==> src/rtl/egress_arbiter_pkg.sv <==
// Shared egress definitions: FSM state encoding and egress word field positions.
// No logic; constants only.
// Imported by the arbiter and its counters.
package egress_arbiter_pkg;

    // Egress word layout {lane, parity, payload}
    localparam int LANE_BIT = 9;
    localparam int PAR_BIT  = 8;
    localparam int PAY_MSB  = 7;
    localparam int PAY_LSB  = 0;

    // Counter increment input width (0, 1 or 2 per cycle)
    localparam int INC_W = 2;

    typedef enum logic [1:0] {
        ST_IDLE  = 2'd0,
        ST_ISSUE = 2'd1,
        ST_WAIT  = 2'd2,
        ST_SEND  = 2'd3
    } state_t;

endpackage

==> src/rtl/egress_arbiter_sat_counter.sv <==
// Saturating statistics counter; adds 0..2 per cycle and sticks at all-ones.
// Latency: count reflects the increment one cycle after it is presented.
// No backpressure; the increment is always consumed.
module sat_counter
    import egress_arbiter_pkg::*;
#(
    parameter int WIDTH = 8
) (
    input  logic             clk,
    input  logic             reset,
    input  logic [INC_W-1:0] inc,
    output logic [WIDTH-1:0] count
);

    logic [WIDTH:0] sum;

    // One extra bit catches the carry so overflow clamps instead of wrapping
    always_comb begin
        sum = {1'b0, count} + {{(WIDTH + 1 - INC_W){1'b0}}, inc};
    end

    // Accumulate, clamping at all-ones whenever the sum carries out
    always_ff @(posedge clk or posedge reset) begin
        if (reset) begin
            count <= '0;
        end else if (sum[WIDTH]) begin
            count <= '1;
        end else begin
            count <= sum[WIDTH-1:0];
        end
    end

endmodule

==> src/rtl/egress_arbiter.sv <==
// Round-robin drain of two FIFOs into one tagged {lane, parity, payload} egress word.
// Latency: empty sampled low at edge T -> pop in T+1 -> out_valid from T+3; 3 cycles/word.
// Backpressure: out_valid/out_data hold until out_ready; no pops issue while a word waits.
module egress_arbiter
    import egress_arbiter_pkg::*;
#(
    parameter int DATA_SIZE = 10,
    parameter int MAIN_SIZE = 8,
    parameter int CNT_WIDTH = 8
) (
    input  logic                 clk,
    input  logic                 reset,
    input  logic [MAIN_SIZE-1:0] data0,
    input  logic [MAIN_SIZE-1:0] data1,
    input  logic                 empty0,
    input  logic                 empty1,
    input  logic                 error0,
    input  logic                 error1,
    input  logic                 out_ready,
    output logic                 pop0,
    output logic                 pop1,
    output logic [DATA_SIZE-1:0] out_data,
    output logic                 out_valid,
    output logic [CNT_WIDTH-1:0] count0,
    output logic [CNT_WIDTH-1:0] count1,
    output logic [CNT_WIDTH-1:0] err_count,
    output logic                 idle
);

    state_t               state;
    logic                 last_grant;
    logic                 grant;
    logic                 error0_q;
    logic                 error1_q;
    logic                 any_ready;
    logic                 pick;
    logic                 handshake;
    logic [MAIN_SIZE-1:0] sel_data;
    logic                 rise0;
    logic                 rise1;
    logic [INC_W-1:0]     inc0;
    logic [INC_W-1:0]     inc1;
    logic [INC_W-1:0]     err_inc;

    // Grant choice: a lone non-empty lane wins; on contention the lane not granted last wins
    always_comb begin
        any_ready = ~empty0 | ~empty1;
        if (~empty0 & ~empty1) begin
            pick = ~last_grant;
        end else begin
            pick = empty0;
        end
        handshake = out_valid & out_ready;
        sel_data  = grant ? data1 : data0;
        rise0     = error0 & ~error0_q;
        rise1     = error1 & ~error1_q;
        inc0      = {1'b0, handshake & ~out_data[LANE_BIT]};
        inc1      = {1'b0, handshake &  out_data[LANE_BIT]};
        err_inc   = {rise0 & rise1, rise0 ^ rise1};
    end

    // Arbiter FSM with registered pop, egress word and idle outputs
    always_ff @(posedge clk or posedge reset) begin
        if (reset) begin
            state      <= ST_IDLE;
            pop0       <= 1'b0;
            pop1       <= 1'b0;
            out_valid  <= 1'b0;
            out_data   <= '0;
            last_grant <= 1'b1;
            grant      <= 1'b0;
            idle       <= 1'b1;
        end else begin
            case (state)
                ST_IDLE: begin
                    if (any_ready) begin
                        grant      <= pick;
                        last_grant <= pick;
                        pop0       <= ~pick;
                        pop1       <= pick;
                        idle       <= 1'b0;
                        state      <= ST_ISSUE;
                    end
                end
                ST_ISSUE: begin
                    pop0  <= 1'b0;
                    pop1  <= 1'b0;
                    state <= ST_WAIT;
                end
                ST_WAIT: begin
                    // FIFO read data is valid now; capture it with its tag and parity
                    out_data[LANE_BIT]        <= grant;
                    out_data[PAR_BIT]         <= ^sel_data;
                    out_data[PAY_MSB:PAY_LSB] <= sel_data;
                    out_valid                 <= 1'b1;
                    state                     <= ST_SEND;
                end
                ST_SEND: begin
                    if (handshake) begin
                        out_valid <= 1'b0;
                        if (any_ready) begin
                            grant      <= pick;
                            last_grant <= pick;
                            pop0       <= ~pick;
                            pop1       <= pick;
                            state      <= ST_ISSUE;
                        end else begin
                            idle  <= 1'b1;
                            state <= ST_IDLE;
                        end
                    end
                end
                default: begin
                    state <= ST_IDLE;
                end
            endcase
        end
    end

    // Error level history for rising-edge detection
    always_ff @(posedge clk or posedge reset) begin
        if (reset) begin
            error0_q <= 1'b0;
            error1_q <= 1'b0;
        end else begin
            error0_q <= error0;
            error1_q <= error1;
        end
    end

    sat_counter #(.WIDTH(CNT_WIDTH)) u_count0 (
        .clk   (clk),
        .reset (reset),
        .inc   (inc0),
        .count (count0)
    );

    sat_counter #(.WIDTH(CNT_WIDTH)) u_count1 (
        .clk   (clk),
        .reset (reset),
        .inc   (inc1),
        .count (count1)
    );

    sat_counter #(.WIDTH(CNT_WIDTH)) u_err_count (
        .clk   (clk),
        .reset (reset),
        .inc   (err_inc),
        .count (err_count)
    );

endmodule

==> config.mk <==
export PLATFORM = sky130hd
export DESIGN_NAME = egress_arbiter
export DESIGN_NICKNAME = d
export VERILOG_FILES = /design/src/rtl/egress_arbiter_pkg.sv /design/src/rtl/egress_arbiter_sat_counter.sv /design/src/rtl/egress_arbiter.sv
export SDC_FILE = /design/constraint.sdc
export NUM_CORES = 1
export LEC_CHECK = 0
export ABC_AREA = 1
export CAP_MARGIN = 30
export CORE_UTILIZATION = 47
export CTS_BUF_LIST = sky130_fd_sc_hd__clkbuf_16
export DETAILED_ROUTE_END_ITERATION = 12
export DONT_BUFFER_PORTS = 1
export PLACE_DENSITY = 0.69
export SYNTH_ARGS = -nofsm -noshare
export SYNTH_HDL_FRONTEND = slang
export SYNTH_SLANG_ARGS = --single-unit
==> constraint.sdc <==
create_clock -name clk -period 2.8 [get_ports clk]
set_input_delay 0.42 -clock clk [delete_from_list [all_inputs] [get_ports clk]]
set_output_delay 0.42 -clock clk [all_outputs]
set_load 0.1 [all_outputs]
==> impl_metrics.yaml <==
clock_tree:
  insertion_delay_ns: 0.28
  cts_buffers: 5
  cts.sinks: 44
  cts_max_level: 2
  cts_max_path_buffers: 2
  postCtsHoldBufs: 1
  cts_setup_buffers: 0
  cts-resized-gates: 0
  cts-root-buf: "clkbuf_16"
  cts_tree: "yes"
  clk_pin_slew_ns: 0.06
cells_and_area:
  drive_above_1_share_pct: 14.97
  antenna_cells: 0
  nFillCells: 503
  regArea_um2: 1104
  nets: 409
  fin_cells: 444
  design_area_um2: 2985
  synthToLayoutAreaGrowth_pct: 18.71
  multiInputGateArea_um2: 1116
setup_path:
  worstPathMaxFanout: 6
  crit_type: "reg2reg"
  ff2ff_path_depth: 11
  required_ns: 3.02
  r2r-start: "error1_q"
  critPathMaxStageDelay_ns: 0.40
  worst_setup_path_start_kind: "flop"
  cp_cell_sequence: "nor2_1 > ha_1 > ha_1 > inv_1 > fa_1 > nor3_1 > nand2_1 > inv_1 > nand2_1 > o21ai_0 > a21o_1"
  crit_path_start: "error1_q"
  slowest_stage: "fa_1"
  endpoint_kind: "flop"
  critPathArrivalTime_ns: 2.41
route:
  num_vias: 2083
  wl_per_cell_um: 11.00
  drt_first_iter_violations: 53
  drc: 0
  via_per_inst: 4.691
  ant_nets: 0
  drt_first_pass_iters: 4
  postRouteWirelength_mm: 4.884
floorplan:
  die_y_um: 75.15
  die_x_um: 75.15
  dieArea_um2: 5648
  rows: 26
  start_util_pct: 48.93
  coreArea_um2: 5140
  num_io_pins: 61
synth:
  synth_top_family_by_area: "simple AND/OR/NAND/NOR gates"
  synth_compound_area_share_pct: 7.861
  netlist_instances: 341
  ys_seq_area_share_pct: 43.88
  synth_warnings: 0
  synthAdderAreaFrac_pct: 6.766
  ys_seq_elements: 44
  synth_area_um2: 2515
  synth.area.mux_share_pct: 0
  yosys.area_share.simple_pct: 29.75
  syn_avg_cell_area_um2: 7.375
  synth_fp_nets: 377
  yosysUniqueCellTypes: 23
  synth_xor_area_share_pct: 0
min_path:
  min_path_type: "in2reg"
  min_path_cells: 0
  hold_path.startpoint: "error1"
sta:
  worstMarginPinSlew_ns: 0.9581
  rsz0062_at_grt: "no"
  finalSetupViolations: 0
  min_period_ns: 2.190
  clock.fmax_mhz: 456.6
  fin_crit_sh_pct: 78.22
  finalHoldViolCount: 0
  slew_headroom_pct: 36.13
  maxSlewViolCount: 0
  hold_ws_ns: 0.1639
  setup_tns_ns: 0
  finalClockSkew_ns: 0.006562
grt:
  grt_pass1_wl_mm: 8.300
  grt_pass1_vias: 1896
  grt_max_degree: 22
  grt_usage_pct: 19.31
  grt_remaining_overflow: 0
  antenna_found_initial: 0
job:
  max-cap-violations: 0
place:
  placed_area_um2: 2786
  io_buffers: 0
  hpwl_mm: 3.863
  place_inst: 435
  routabilityCongestion: 0.7854
outcome:
  status: "finished clean"
## synthesized netlist by cell type
cell type	number	area share, %
a21o_1	1	0.30
nor3_2	1	0.40
nand3_1	19	3.8
buf_6	2	0.90
buf_12	1	0.80
dfrtp_1	42	42
nand3b_1	1	0.30
a211oi_1	2	0.60
ha_1	12	6.0
nand2_2	13	3.2
nor2_1	19	2.8
a21oi_1	2	0.40
inv_1	64	9.6
nor3_1	2	0.40
o21ai_1	1	0.20
dfstp_2	2	2.1
fa_1	1	0.80
or2_2	4	0.99
clkbuf_1	1	0.15
nand2_1	116	17
o21ai_0	32	6.4
nand4_1	2	0.50
inv_6	1	0.35
## critical path, delay by kind of cell, from the launching register on
family	cells	cell delay, ns
AOI/OAI and AO/OA	2	0.24
adders and majority gates	3	0.82
buffers and inverters	2	0.14
DFF	1	0.33
and+or+nand+nor	4	0.61
## cell type report
| type | instances | share of cell area (%) |
|---|---|---|
| sequential | 44 | 36.97 |
| timing repair buffer | 29 | 8.047 |
| inverter | 65 | 8.340 |
| tap | 70 | 2.934 |
| clock inverter | 3 | 2.137 |
| clock buffer | 5 | 4.191 |
| multi-input combinational | 228 | 37.38 |
## sequential cells by signal (all words and copies together), names as in the netlist
register	count
error0_q	1
error1_q	1
grant	1
idle	1
last_grant	1
out_data	10
out_valid	1
pop0	1
pop1	1
state	2
u_count0.count	8
u_count1.count	8
u_err_count.count	8
## path summary, 6_finish.rpt
check                                  endpoint  slack [ns]
hold / removal                         error1_q        0.16
setup / recovery           u_err_count.count[3]        0.61
max in group asynchronous  u_err_count.count[6]        1.60
hold reg to reg                      last_grant        0.50
setup reg to reg           u_err_count.count[3]        0.61
min in group asynchronous              error1_q        0.52
## cells in the final DEF (no fill, tap or decap)
cell and count:
dlygate4sd3_1 1, or2_2 4, nand3_1 19, nand2_1 116
nor3_2 1, inv_6 1, nand2_2 13, nor2_1 19
nand3b_1 1, inv_1 64, clkinv_1 1, clkbuf_16 5
buf_16 1, a21oi_1 2, nor3_1 2, dfrtp_1 42
ha_1 12, fa_1 1, bufinv_16 2, dfstp_2 2
o21ai_0 32, o21ai_1 1, nand4_1 2, a21o_1 1
buf_4 27, a211oi_1 2
## per-stage QoR
step | setup slack (ns) | utilization [%]
final | 0.6099 | 58.08
after global routing | 0.3941 | 58.08
after CTS | 0.5860 | 58.08
after detailed placement | 0.4591 | 54.21
after global placement | 0.5972 | 53.68
after floorplan | 0.3894 | -
## routing by layer
layer / wire [um] / track usage, %
met2: 2225 / 31.83
met4: 78 / 6.996
met5: 0 / 0
met3: 292 / 5.221
met1: 2287 / 24.45
## cell families after synthesis
group / after synthesis
compound gates: 38
buf+inv: 69
simple gates: 177
flops: 44
fa+ha+maj: 13
Power is left out: the tool's default activity adds up to more than one toggle a clock period on the data nets, which glitch-free logic cannot reach.
